$ cat src/rtl/sys_periph_responder.sv
// sys_periph_responder: memory-mapped responder for the pipeline's sys-bus
// strobes. Hosts a 64-bit cycle counter, a down-counting timer with
// interrupt, RX/TX mailbox FIFOs and a scratch register.
module sys_periph_responder #(
  parameter logic [31:0] BASE_ADDR  = 32'h0000_0000,
  parameter int unsigned FIFO_DEPTH = 8
) (
  input  logic        clk,
  input  logic        rst,
  input  logic        sys_r,
  input  logic [31:0] sys_r_addr,
  output logic [31:0] sys_r_line,
  input  logic        sys_w,
  input  logic [31:0] sys_w_addr,
  input  logic [31:0] sys_w_line,
  output logic        irq,
  input  logic [31:0] in_data,
  input  logic        in_valid,
  output logic        in_ready,
  output logic [31:0] out_data,
  output logic        out_valid,
  input  logic        out_ready
);

  localparam int unsigned DW = 32;
  localparam int unsigned AW = $clog2(FIFO_DEPTH);
  localparam int unsigned CW = AW + 1;

  localparam logic [2:0] IDX_CYCLE_LO   = 3'd0;
  localparam logic [2:0] IDX_CYCLE_HI   = 3'd1;
  localparam logic [2:0] IDX_TMR_CNT    = 3'd2;
  localparam logic [2:0] IDX_TMR_RELOAD = 3'd3;
  localparam logic [2:0] IDX_CTRL       = 3'd4;
  localparam logic [2:0] IDX_STATUS     = 3'd5;
  localparam logic [2:0] IDX_FIFO       = 3'd6;
  localparam logic [2:0] IDX_SCRATCH    = 3'd7;

  // Architectural state
  logic [63:0]   cycle_q, cycle_d;
  logic [DW-1:0] hi_snap_q, hi_snap_d;
  logic [DW-1:0] tmr_cnt_q, tmr_cnt_d;
  logic [DW-1:0] tmr_reload_q, tmr_reload_d;
  logic [2:0]    ctrl_q, ctrl_d;
  logic          tmr_flag_q, tmr_flag_d;
  logic          tx_ovf_q, tx_ovf_d;
  logic          irq_q, irq_d;
  logic [DW-1:0] scratch_q, scratch_d;

  // FIFO storage and bookkeeping
  logic [DW-1:0] rx_mem_q [FIFO_DEPTH];
  logic [DW-1:0] tx_mem_q [FIFO_DEPTH];
  logic [AW-1:0] rx_rd_ptr_q, rx_rd_ptr_d, rx_wr_ptr_q, rx_wr_ptr_d;
  logic [AW-1:0] tx_rd_ptr_q, tx_rd_ptr_d, tx_wr_ptr_q, tx_wr_ptr_d;
  logic [CW-1:0] rx_cnt_q, rx_cnt_d, tx_cnt_q, tx_cnt_d;

  // Decode and event strobes
  logic          rd_hit, wr_hit;
  logic [2:0]    rd_idx, wr_idx;
  logic          rx_empty, rx_full, tx_empty, tx_full;
  logic          rx_push, rx_pop, tx_wr, tx_push, tx_pop;
  logic          status_wr, tmr_flag_set, tx_ovf_set;
  logic [DW-1:0] status_word;

  assign rd_hit = sys_r && (sys_r_addr[31:3] == BASE_ADDR[31:3]);
  assign wr_hit = sys_w && (sys_w_addr[31:3] == BASE_ADDR[31:3]);
  assign rd_idx = sys_r_addr[2:0];
  assign wr_idx = sys_w_addr[2:0];

  assign rx_empty = (rx_cnt_q == '0);
  assign rx_full  = (rx_cnt_q == CW'(FIFO_DEPTH));
  assign tx_empty = (tx_cnt_q == '0);
  assign tx_full  = (tx_cnt_q == CW'(FIFO_DEPTH));

  assign in_ready  = !rx_full;
  assign out_valid = !tx_empty;
  assign out_data  = tx_mem_q[tx_rd_ptr_q];
  assign irq       = irq_q;

  // Per-cycle events; all judged on pre-edge state
  always_comb begin
    rx_push    = in_valid && !rx_full;
    rx_pop     = rd_hit && (rd_idx == IDX_FIFO) && !rx_empty;
    tx_wr      = wr_hit && (wr_idx == IDX_FIFO);
    tx_push    = tx_wr && !tx_full;
    tx_pop     = !tx_empty && out_ready;
    tx_ovf_set = tx_wr && tx_full;
    status_wr  = wr_hit && (wr_idx == IDX_STATUS);
  end

  // Status word assembly
  always_comb begin
    status_word        = '0;
    status_word[0]     = tmr_flag_q;
    status_word[1]     = rx_empty;
    status_word[2]     = rx_full;
    status_word[3]     = tx_empty;
    status_word[4]     = tx_full;
    status_word[5]     = tx_ovf_q;
    status_word[11:8]  = 4'(rx_cnt_q);
    status_word[15:12] = 4'(tx_cnt_q);
  end

  // Read mux: combinational from the upstream-registered strobe and address
  always_comb begin
    sys_r_line = '0;
    if (rd_hit) begin
      case (rd_idx)
        IDX_CYCLE_LO:   sys_r_line = cycle_q[31:0];
        IDX_CYCLE_HI:   sys_r_line = hi_snap_q;
        IDX_TMR_CNT:    sys_r_line = tmr_cnt_q;
        IDX_TMR_RELOAD: sys_r_line = tmr_reload_q;
        IDX_CTRL:       sys_r_line = DW'(ctrl_q);
        IDX_STATUS:     sys_r_line = status_word;
        IDX_FIFO:       sys_r_line = rx_empty ? '0 : rx_mem_q[rx_rd_ptr_q];
        IDX_SCRATCH:    sys_r_line = scratch_q;
        default:        sys_r_line = '0;
      endcase
    end
  end

  // Cycle counter, high-word snapshot and plain CPU registers
  always_comb begin
    cycle_d      = cycle_q + 64'd1;
    hi_snap_d    = hi_snap_q;
    tmr_reload_d = tmr_reload_q;
    ctrl_d       = ctrl_q;
    scratch_d    = scratch_q;
    if (rd_hit && (rd_idx == IDX_CYCLE_LO)) begin
      hi_snap_d = cycle_q[63:32];
    end
    if (wr_hit) begin
      case (wr_idx)
        IDX_TMR_RELOAD: tmr_reload_d = sys_w_line;
        IDX_CTRL:       ctrl_d       = sys_w_line[2:0];
        IDX_SCRATCH:    scratch_d    = sys_w_line;
        default:        ;
      endcase
    end
  end

  // Timer step, reload, CPU override and sticky flags (set beats W1C)
  always_comb begin
    tmr_cnt_d    = tmr_cnt_q;
    tmr_flag_set = 1'b0;
    if (ctrl_q[0] && (tmr_cnt_q != '0)) begin
      if (tmr_cnt_q == DW'(1)) begin
        tmr_flag_set = 1'b1;
        tmr_cnt_d    = ctrl_q[1] ? tmr_reload_q : '0;
      end else begin
        tmr_cnt_d = tmr_cnt_q - DW'(1);
      end
    end
    if (wr_hit && (wr_idx == IDX_TMR_CNT)) begin
      tmr_cnt_d = sys_w_line;
    end
    tmr_flag_d = tmr_flag_set || (tmr_flag_q && !(status_wr && sys_w_line[0]));
    tx_ovf_d   = tx_ovf_set || (tx_ovf_q && !(status_wr && sys_w_line[5]));
    irq_d      = ctrl_d[2] && tmr_flag_d;
  end

  // FIFO pointers and occupancy
  always_comb begin
    rx_rd_ptr_d = rx_rd_ptr_q;
    rx_wr_ptr_d = rx_wr_ptr_q;
    rx_cnt_d    = rx_cnt_q;
    tx_rd_ptr_d = tx_rd_ptr_q;
    tx_wr_ptr_d = tx_wr_ptr_q;
    tx_cnt_d    = tx_cnt_q;
    if (rx_push) rx_wr_ptr_d = rx_wr_ptr_q + AW'(1);
    if (rx_pop)  rx_rd_ptr_d = rx_rd_ptr_q + AW'(1);
    if (rx_push && !rx_pop)      rx_cnt_d = rx_cnt_q + CW'(1);
    else if (!rx_push && rx_pop) rx_cnt_d = rx_cnt_q - CW'(1);
    if (tx_push) tx_wr_ptr_d = tx_wr_ptr_q + AW'(1);
    if (tx_pop)  tx_rd_ptr_d = tx_rd_ptr_q + AW'(1);
    if (tx_push && !tx_pop)      tx_cnt_d = tx_cnt_q + CW'(1);
    else if (!tx_push && tx_pop) tx_cnt_d = tx_cnt_q - CW'(1);
  end

  // State registers with synchronous reset
  always_ff @(posedge clk) begin
    if (rst) begin
      cycle_q      <= '0;
      hi_snap_q    <= '0;
      tmr_cnt_q    <= '0;
      tmr_reload_q <= '0;
      ctrl_q       <= '0;
      tmr_flag_q   <= 1'b0;
      tx_ovf_q     <= 1'b0;
      irq_q        <= 1'b0;
      scratch_q    <= '0;
      rx_rd_ptr_q  <= '0;
      rx_wr_ptr_q  <= '0;
      rx_cnt_q     <= '0;
      tx_rd_ptr_q  <= '0;
      tx_wr_ptr_q  <= '0;
      tx_cnt_q     <= '0;
    end else begin
      cycle_q      <= cycle_d;
      hi_snap_q    <= hi_snap_d;
      tmr_cnt_q    <= tmr_cnt_d;
      tmr_reload_q <= tmr_reload_d;
      ctrl_q       <= ctrl_d;
      tmr_flag_q   <= tmr_flag_d;
      tx_ovf_q     <= tx_ovf_d;
      irq_q        <= irq_d;
      scratch_q    <= scratch_d;
      rx_rd_ptr_q  <= rx_rd_ptr_d;
      rx_wr_ptr_q  <= rx_wr_ptr_d;
      rx_cnt_q     <= rx_cnt_d;
      tx_rd_ptr_q  <= tx_rd_ptr_d;
      tx_wr_ptr_q  <= tx_wr_ptr_d;
      tx_cnt_q     <= tx_cnt_d;
    end
  end

  // FIFO storage; contents are meaningless outside the pointer window
  always_ff @(posedge clk) begin
    if (rx_push) rx_mem_q[rx_wr_ptr_q] <= in_data;
    if (tx_push) tx_mem_q[tx_wr_ptr_q] <= sys_w_line;
  end

endmodule

$ cat config.mk
export PLATFORM = sky130hd
export DESIGN_NAME = sys_periph_responder
export DESIGN_NICKNAME = d
export VERILOG_FILES = /design/src/rtl/sys_periph_responder.sv
export SDC_FILE = /design/constraint.sdc
export NUM_CORES = 1
export LEC_CHECK = 0
export CELL_PAD_IN_SITES_DETAIL_PLACEMENT = 0
export CELL_PAD_IN_SITES_GLOBAL_PLACEMENT = 2
export CORE_ASPECT_RATIO = 0.6
export CORE_UTILIZATION = 47
export CTS_BUF_LIST = sky130_fd_sc_hd__clkbuf_8
export CTS_CLUSTER_SIZE = 16
export DETAILED_ROUTE_END_ITERATION = 16
export HOLD_SLACK_MARGIN = 0.03
export PLACE_DENSITY = 0.95
export SLEW_MARGIN = 25
export SYNTH_ARGS = -nofsm -noshare
export SYNTH_HDL_FRONTEND = slang
export SYNTH_SLANG_ARGS = --single-unit
$ cat constraint.sdc
create_clock -name clk -period 16.05 [get_ports clk]
set_clock_uncertainty 0.05 [all_clocks]
set_input_delay 4.815 -clock clk [delete_from_list [all_inputs] [get_ports clk]]
set_output_delay 4.815 -clock clk [all_outputs]
set_load 0.05 [all_outputs]
==> flow_metrics.py, run 1 <==
metrics = {
    "run_status": {
        "status": "completed",
    },
    "timing": {
        "worstMarginPinSlew_ns": 1.04,
        "final.period_utilization_pct": 83.8,
        "rsz0062_at_grt": "false",
        "finalMaxSlewViolations": 0,
        "fin_crit_ns": 13.45,
        "report.final.setup_viol": 0,
        "tns_ns": 0,
        "slew_headroom_pct": 30.5,
        "hold_viol_final": 0,
        "max_clock_freq_mhz": 74.4,
    },
    "route": {
        "wl_met1_um": 37700,
        "drt-wirelength-per-cell_um": 24.6,
        "vias": 20937,
        "antenna_left": 0,
        "dr.max_layer_used": "met4",
        "drt_first_iter_violations": 2392,
        "dr_wl_met3_um": 7730,
        "via_per_inst": 5.92,
        "wl_met2_um": 39000,
        "first_pass_iters": 5,
        "drc": 0,
        "drt_wl_total_um": 87100,
    },
    "floorplanning": {
        "die_h_um": 202,
        "coreArea_mm2": 0.0651,
        "start_util_pct": 48.1,
        "ios": 201,
        "die_w_um": 335,
        "die_area_mm2": 0.0677,
        "placement_rows": 72,
    },
    "clock_tree": {
        "ctsResizeCount": 0,
        "path_clk_slew_ns": 0.06,
        "clkLatencyLatePin_ns": 0.75,
        "cts_buffer_depth": 3,
        "postCtsSetupBuffers": 0,
        "numCtsBuffers": 107,
        "cts_root_buffer": "clkbuf_8",
        "htree_levels": 3,
        "holdBufCountCts": 0,
        "cts_tree": "yes",
        "clock-sinks": 736,
    },
    "synthesis": {
        "synth_nets": 2508,
        "ys_ff_latch": 736,
        "synth-edff-count": 512,
        "yosysTopAreaCell": "edfxtp_1",
        "netlist_area_mm2": 0.0313,
        "yosys.area_share.simple_pct": 11.2,
        "synth_top_family_by_area": "multiplexers",
        "synth-seq-area-share_pct": 63.4,
        "synthCells": 2358,
        "ys_types": 73,
        "ys_warn_count": 0,
        "synthAdderAreaFrac_pct": 0.687,
        "netlist.area_leader.share_pct": 49.1,
        "synth.area.mux_share_pct": 13.0,
        "ys_async_sr_fraction_pct": 0,
        "syn_area_per_cell_um2": 13.3,
        "synth_compound_area_share_pct": 7.01,
        "synth_xor_area_share_pct": 2.21,
        "netlist_top_cells_area": "edfxtp_1, dfxtp_1, mux4_2, nand2_1, mux2_2",
        "ys.flop_type": "edfxtp_1",
    },
    "placed_design": {
        "place_area_mm2": 0.0344,
        "hpwlAfterDp_um": 57600,
        "routabilityCongestion": 0.915,
        "port_buffers": 200,
    },
    "pwr": {
        "peakVddDrop_mv": 0.0720,
        "p_int_mw": 2.90,
        "p_switching_uw": 974,
        "p_leak_nw": 11.7,
        "clkPwrFrac_pct": 36.5,
        "comb_power_share_pct": 9.4,
        "power_density_mw_per_mm2": 107,
        "design_power_total_mw": 3.88,
        "pwr-share-seq_pct": 54.1,
        "switching_share_pct": 25.1,
    },
    "finish": {
        "final_layout_size_suffix_gt1_share_pct": 16.4,
        "final_cell_mix": "edfxtp_1, nand2_1, dfxtp_1",
        "mostFrequentLayoutCell": "edfxtp_1",
        "area_growth_pct": 16.1,
        "final_cell_area_mm2": 0.0364,
        "n_antenna_cell": 0,
        "fin_nets": 2709,
    },
    "grt": {
        "grt_max_degree": 88,
        "grt-ovfl-total": 0,
        "grt_pass1_wl_um": 131000,
        "track_usage_pct": 25.8,
        "grt_antenna_before_repair": 0,
        "grt_pass1_vias": 20696,
    },
    "run": {
        "cap_violations": 0,
    },
    "min_path": {
        "hold_class": "reg -> reg",
    },
    "critical_path": {
        "path_class": "in -> out",
        "crit_arrival_ns": 8.58,
        "cp-start-kind": "input port",
        "critical_path_required_ns": 11.18,
        "path_max_fanout": 61,
        "cp-end-kind": "output port",
    },
}
==> power by group through the flow <==
stage          clock [mW]  combinational (mW)  sequential (mW)
2_1_floorplan           0               0.230             2.12
3_3_place_gp            0               0.357             2.14
3_5_place_dp            0               0.364             2.14
4_1_cts              1.44               0.365             2.10
5_1_grt              1.53               0.388             2.10
6_report             1.42               0.364             2.10
==> sequential cells by signal, summed over array words and instances (netlist names), 4 cells and up, named ones only <==
register and flops:
cycle_q 64, tmr_cnt_q 32, rx_cnt_q 4, rx_mem_q 256, tx_mem_q 256, scratch_q 32
tx_cnt_q 4, hi_snap_q 32, tmr_reload_q 32
==> per-layer routing <==
metal | up-vias | global-route usage [%]
met1 | 10512 | 37.6
met5 | - | 0
met3 | 151 | 6.10
li1 | 9337 | -
met4 | 0 | 8.45
met2 | 937 | 38.2
==> layout make-up <==
class	count	area [µm²]
fill	5274	28800
sequential	736	19900
multi-input combinational	1421	10800
timing repair buffer	248	2420
clock buffer	111	1530
tap	888	1110
clock inverter	88	470
inverter	45	169
==> worst paths after layout <==
kind | slack [ns] | to | cells after the start | start
setup reg to reg | 12.40 | rx_cnt_q[3] | 14 | rx_cnt_q[1]
hold / removal | 0.41 | scratch_q[12] | 2 | scratch_q[12]
hold reg to reg | 0.41 | scratch_q[12] | 2 | scratch_q[12]
setup / recovery | 2.60 | sys_r_line[8] | 9 | sys_r_addr[1]
==> Yosys cell counts, drive strengths merged (3+ instances only) <==
cell type and n:
a22oi 3, ha 14, mux2i 38, a221oi 25
inv 43, nand2b 6, mux4 130, nor2 178
o221ai 6, xnor2 44, o21a 7, nor3b 8
nor3 83, nand4 28, a311oi 4, a21oi 145
or4 8, nand2 257, and3 28, xor2 35
nor4b 5, a21o 4, mux2 69, dfxtp 224
o31ai 3, o21ai 86, and4 10, a311o 3
or3 17, a211oi 24, nor4 28, buf 38
and2 7, o211ai 16, nand3 51, clkbuf 118
nor2b 7, edfxtp 512, a31oi 13
==> cell families (layout without fill, tap and decap cells) <==
| family | after synthesis | in the layout |
|---|---|---|
| multiplexers | 237 | 237 |
| buffers and inverters | 201 | 492 |
| flip-flops | 736 | 736 |
| adder cells (fa/ha/maj) | 16 | 16 |
| AO/OA/AOI/OAI | 360 | 360 |
| XOR/XNOR | 79 | 79 |
| AND/OR/NAND/NOR | 729 | 729 |
==> critical path, stage by stage <==
cell and delay (ns):
buf_2 0.08, buf_4 0.68, clkinv_1 0.71, nor2_1 0.30
and3_1 0.18, buf_4 0.39, a221oi_1 0.14, nor3_1 0.33
clkdlybuf4s50_1 0.87
==> metrics by stage <==
| stage | worst slack (ns) | hold WS, ns | utilization [%] | std cells |
|---|---|---|---|---|
| finish | 2.60 | 0.410 | 55.9 | 3537 |
| global route | 2.32 | 0.440 | 55.9 | 3537 |
| CTS | 2.60 | 0.414 | 55.9 | 3537 |
| detailed placement | 2.60 | 0.404 | 52.8 | 3338 |
| global placement | 2.65 | 0.389 | 52.6 | 3334 |
| floorplan | 3.87 | 0.376 | - | 2358 |
No activity file was read; power rests on OpenSTA's default activity.
==> inputs of run 2 (changes only) <==
--- a/config.mk
+++ b/config.mk
@@ -8,12 +8,12 @@
 export CELL_PAD_IN_SITES_DETAIL_PLACEMENT = 0
 export CELL_PAD_IN_SITES_GLOBAL_PLACEMENT = 2
 export CORE_ASPECT_RATIO = 0.6
-export CORE_UTILIZATION = 47
+export CORE_UTILIZATION = 43
 export CTS_BUF_LIST = sky130_fd_sc_hd__clkbuf_8
 export CTS_CLUSTER_SIZE = 16
 export DETAILED_ROUTE_END_ITERATION = 16
 export HOLD_SLACK_MARGIN = 0.03
-export PLACE_DENSITY = 0.95
+export PLACE_DENSITY = 0.88
 export SLEW_MARGIN = 25
 export SYNTH_ARGS = -nofsm -noshare
 export SYNTH_HDL_FRONTEND = slang
==> constraint.sdc (replaced) <==
create_clock -name clk -period 13.99 [get_ports clk]
set_clock_uncertainty 0.05 [all_clocks]
set_input_delay 4.197 -clock clk [delete_from_list [all_inputs] [get_ports clk]]
set_output_delay 4.197 -clock clk [all_outputs]
set_load 0.05 [all_outputs]
==> flow_metrics.py, run 2 (synthesis results as in run 1) <==
metrics = {
    "timing": {
        "tns_ns": 0,
        "worstMarginPinSlew_ns": 1.05,
        "final.period_utilization_pct": 83.4,
        "report.final.setup_viol": 0,
        "fin_crit_ns": 11.67,
        "rsz0062_at_grt": "false",
        "max_clock_freq_mhz": 85.7,
        "slew_headroom_pct": 29.8,
        "hold_viol_final": 0,
        "finalMaxSlewViolations": 0,
    },
    "floorplanning": {
        "die_w_um": 351,
        "die_h_um": 211,
        "ios": 201,
        "die_area_mm2": 0.0740,
        "coreArea_mm2": 0.0719,
        "start_util_pct": 43.6,
        "placement_rows": 76,
    },
    "pwr": {
        "peakVddDrop_mv": 0.0721,
        "switching_share_pct": 24.5,
        "p_switching_mw": 1.10,
        "p_leak_nw": 11.7,
        "comb_power_share_pct": 9.3,
        "pwr-share-seq_pct": 53.5,
        "p_int_mw": 3.39,
        "clkPwrFrac_pct": 37.2,
        "power_density_mw_per_mm2": 123,
        "design_power_total_mw": 4.49,
    },
    "clock_tree": {
        "holdBufCountCts": 0,
        "htree_levels": 3,
        "cts_root_buffer": "clkbuf_8",
        "ctsResizeCount": 0,
        "clkLatencyLatePin_ns": 0.73,
        "path_clk_slew_ns": 0.07,
        "numCtsBuffers": 106,
        "postCtsSetupBuffers": 0,
        "clock-sinks": 736,
        "cts_buffer_depth": 3,
        "cts_tree": "yes",
    },
    "critical_path": {
        "path_max_fanout": 60,
        "cp_cell_sequence": "buf_2 > buf_4 > and2_1 > nand2_1 > o21ai_0 > a221oi_1 > nor3_1 > clkdlybuf4s50_1",
        "reg2reg_to": "rx_cnt_q[3]",
        "crit_arrival_ns": 7.42,
        "path_class": "in -> out",
        "slowest_delay_ns": 0.87,
        "reg2reg_from": "rx_cnt_q[0]",
        "r2r_cells": 14,
        "critical_path_required_ns": 9.74,
        "cp-start-kind": "input port",
        "rrSetupSlack_ns": 9.99,
        "cp-end-kind": "output port",
        "crit_slowest_cell": "clkdlybuf4s50_1",
    },
    "finish": {
        "fin_nets": 2708,
        "final_layout_size_suffix_gt1_share_pct": 16.6,
        "area_growth_pct": 16.4,
        "final_cell_mix": "edfxtp_1, nand2_1, dfxtp_1",
        "n_antenna_cell": 0,
        "mostFrequentLayoutCell": "edfxtp_1",
        "fillers": 6210,
        "top_regs": "rx_mem_q (256), tx_mem_q (256), cycle_q (64)",
    },
    "grt": {
        "track_usage_pct": 23.3,
        "gr-usage-met1_pct": 34.6,
        "grt_pass1_vias": 20135,
        "use_met3_pct": 4.93,
        "grt_max_degree": 83,
        "grt-ovfl-total": 0,
        "grt_most_used_layer": "met1",
        "grt_antenna_before_repair": 0,
        "grt_pass1_wl_um": 127000,
        "use_met2_pct": 34.4,
    },
    "route": {
        "vias": 20850,
        "drt_first_iter_violations": 2157,
        "drt_wl_total_um": 87000,
        "first_pass_iters": 7,
        "antenna_left": 0,
        "drc": 0,
        "drt-wirelength-per-cell_um": 24.0,
        "via_per_inst": 5.76,
    },
    "min_path": {
        "hp-start": "scratch_q[0]",
        "hold_class": "reg -> reg",
        "hold_path_depth": 2,
        "min_to": "scratch_q[0]",
    },
    "placed_design": {
        "hpwlAfterDp_um": 57100,
        "routabilityCongestion": 0.890,
        "port_buffers": 200,
    },
    "run": {
        "cap_violations": 0,
    },
    "run_status": {
        "status": "completed",
    },
}
[run 2: cell count changes in the layout (fill, tap and decap cells not counted), moves of 2 or more]
cell / delta
buf_4: +4
clkbuf_8: +5
clkinv_1: -6
bufinv_16: +2
buf_16: -3
clkinv_8: -2
clkinv_2: -3
[run 2: cell type report]
type	count	area [µm²]	share of cell area, %
Sequential cell	736	19900	54.4
Multi-Input combinational cell	1421	10800	29.7
Timing Repair Buffer	248	2350	6.44
Clock buffer	116	1600	4.37
Tap cell	975	1220	3.34
Clock inverter	80	468	1.28
Inverter	45	169	0.463
[run 2: worst max path at each step]
stage / from / end / slack, ns
6_report: sys_r_addr[1] / sys_r_line[27] / 2.32
5_1_grt: sys_r_addr[1] / sys_r_line[31] / 2.23
4_1_cts: sys_r_addr[1] / sys_r_line[28] / 2.44
3_5_place_dp: sys_r_addr[1] / sys_r_line[28] / 2.45
3_3_place_gp: sys_r_addr[1] / sys_r_line[27] / 2.48
2_1_floorplan: sys_r_addr[1] / sys_r_line[9] / 3.05
[run 2: critical path, delay by kind of cell]
family          cells  cell delay [ns]
buf+inv             3             1.65
compound gates      2             0.23
simple gates        3             1.23
[run 2: power by group through the flow]
stage | logic (mW) | clock network, mW | registers (mW)
finish | 0.418 | 1.67 | 2.41
floorplan | 0.264 | 0 | 2.43
global placement | 0.413 | 0 | 2.45
detailed placement | 0.419 | 0 | 2.45
global route | 0.445 | 1.80 | 2.41
CTS | 0.421 | 1.71 | 2.41
[run 2: layer usage]
layer  vias to the layer above  wire length [µm]
li1                       9324                 -
met1                     10628             39800
met2                       790             38800
met3                       108              6520
met4                         0              1880
met5                         -                 0
[run 2: per-stage QoR]
stage               utilization, %  cell area [µm²]  setup WS, ns  instances  hold slack (ns)
finish                        50.8            36500          2.32       3621            0.406
global route                  50.8            36500          2.23       3621            0.433
CTS                           50.8            36500          2.44       3621            0.405
detailed placement            47.9            34400          2.45       3425            0.395
global placement              47.9            34400          2.48       3424            0.391
floorplan                        -            31300          3.05       2358            0.376
==> inputs of run 3 (changes only) <==
==> constraint.sdc (replaced) <==
create_clock -name clk -period 11.3 [get_ports clk]
set_clock_uncertainty 0.05 [all_clocks]
set_input_delay 3.39 -clock clk [delete_from_list [all_inputs] [get_ports clk]]
set_output_delay 3.39 -clock clk [all_outputs]
set_load 0.05 [all_outputs]
==> flow_metrics.py, run 3 (synthesis results as in run 1) <==
metrics = {
    "timing": {
        "slew_headroom_pct": 29.7,
        "rsz0062_at_grt": "false",
        "fin_crit_ns": 9.78,
        "hold_viol_final": 0,
        "tns_ns": 0,
        "worstMarginPinSlew_ns": 1.05,
        "report.final.setup_viol": 0,
        "max_clock_freq_mhz": 102,
        "hold_ws_ns": 0.400,
        "final.period_utilization_pct": 86.5,
        "finalMaxSlewViolations": 0,
    },
    "pwr": {
        "power_density_mw_per_mm2": 155,
        "peakVddDrop_mv": 0.0881,
        "p_leak_nw": 11.7,
    },
    "clock_tree": {
        "numCtsBuffers": 107,
        "postCtsSetupBuffers": 0,
        "holdBufCountCts": 0,
        "clock-sinks": 736,
        "cts_root_buffer": "clkbuf_8",
        "cts_buffer_depth": 3,
        "clkLatencyLatePin_ns": 0.74,
        "htree_levels": 3,
        "ctsResizeCount": 0,
        "cts_tree": "yes",
        "path_clk_slew_ns": 0.06,
    },
    "route": {
        "first_pass_iters": 5,
        "wl_met2_um": 38100,
        "antenna_left": 0,
        "drt-wirelength-per-cell_um": 23.8,
        "drt_first_iter_violations": 2201,
        "drt_wl_total_um": 86100,
        "dr.max_layer_used": "met4",
        "wl_met1_um": 39600,
        "drc": 0,
        "via_per_inst": 5.72,
        "dr_wl_met3_um": 6670,
        "vias": 20714,
    },
    "critical_path": {
        "critPathLaunch": "sys_r_addr[2]",
        "crit_arrival_ns": 6.34,
        "reg2reg_from": "rx_cnt_q[0]",
        "path_max_fanout": 36,
        "path_class": "in -> out",
        "cp-end-kind": "output port",
        "r2r_cells": 14,
        "reg2reg_to": "rx_cnt_q[3]",
        "cp-start-kind": "input port",
        "critical_path_required_ns": 7.86,
        "rrSetupSlack_ns": 7.61,
    },
    "finish": {
        "instances_no_fill": 3622,
        "n_antenna_cell": 0,
        "area_growth_pct": 16.7,
        "final_layout_size_suffix_gt1_share_pct": 16.5,
        "final_cell_mix": "edfxtp_1, nand2_1, dfxtp_1",
        "mostFrequentLayoutCell": "edfxtp_1",
        "fin_nets": 2704,
        "top_regs": "rx_mem_q (256), tx_mem_q (256), cycle_q (64)",
    },
    "run": {
        "cap_violations": 0,
    },
    "min_path": {
        "min_to": "scratch_q[15]",
        "hold_class": "reg -> reg",
        "hold_path_depth": 2,
        "hp-start": "scratch_q[15]",
    },
    "placed_design": {
        "hpwlAfterDp_um": 56900,
        "routabilityCongestion": 0.904,
        "dp_cells": 3420,
        "port_buffers": 200,
    },
    "floorplanning": {
        "die_w_um": 351,
        "start_util_pct": 43.6,
        "placement_rows": 76,
        "coreArea_mm2": 0.0719,
        "ios": 201,
        "die_h_um": 211,
        "die_area_mm2": 0.0740,
    },
    "grt": {
        "grt_max_degree": 98,
        "grt_pass1_vias": 20272,
        "grt_pass1_wl_um": 128000,
        "track_usage_pct": 23.3,
        "grt_antenna_before_repair": 0,
        "grt-ovfl-total": 0,
    },
    "run_status": {
        "status": "completed",
    },
}
run 3: report_power, final:
| part | internal (mW) | leakage, nW | switching (mW) |
|---|---|---|---|
| Sequential | 2.94 | 6.43 | 0.0400 |
| Clock | 1.11 | 1.22 | 1.05 |
| Combinational | 0.219 | 4.04 | 0.298 |
| Total | 4.27 | 11.7 | 1.38 |
run 3: cell type report:
cell class,count,area [µm²]
timing repair buffer,243,2310
tap,975,1220
clock inverter,93,662
sequential,736,19900
fill,6098,35300
inverter,45,169
multi-input combinational,1421,10800
clock buffer,109,1500
run 3: worst max path at each step:
stage                     depth (start not counted)             end
after CTS                                         9   sys_r_line[2]
after global routing                              7   sys_r_line[9]
final                                             7  sys_r_line[30]
after floorplan                                   8   sys_r_line[9]
after global placement                            9   sys_r_line[2]
after detailed placement                          7   sys_r_line[1]
run 3: routing by layer:
metal	global-route usage, %	up-vias
met5	0	-
met4	5.96	0
met3	5.27	130
met2	34.0	805
met1	34.9	10451
li1	-	9328
run 3: stage by stage:
step / power [mW] / utilization, % / worst slack (ns) / cell area, µm²
3_3_place_gp: 3.54 / 47.8 / 1.49 / 34400
3_5_place_dp: 3.55 / 47.8 / 1.54 / 34400
5_1_grt: 5.85 / 50.9 / 1.28 / 36600
4_1_cts: 5.71 / 50.8 / 1.53 / 36500
2_1_floorplan: 3.34 / - / 1.97 / 31300
6_report: 5.65 / 50.9 / 1.52 / 36600
run 3: worst max-delay path, cell delays in order:
cell             delay (ns)
buf_2                  0.51
buf_4                  0.43
nor2_1                 0.12
nand2_2                0.60
nor2_1                 0.10
nor3_1                 0.28
clkdlybuf4s50_1        0.87
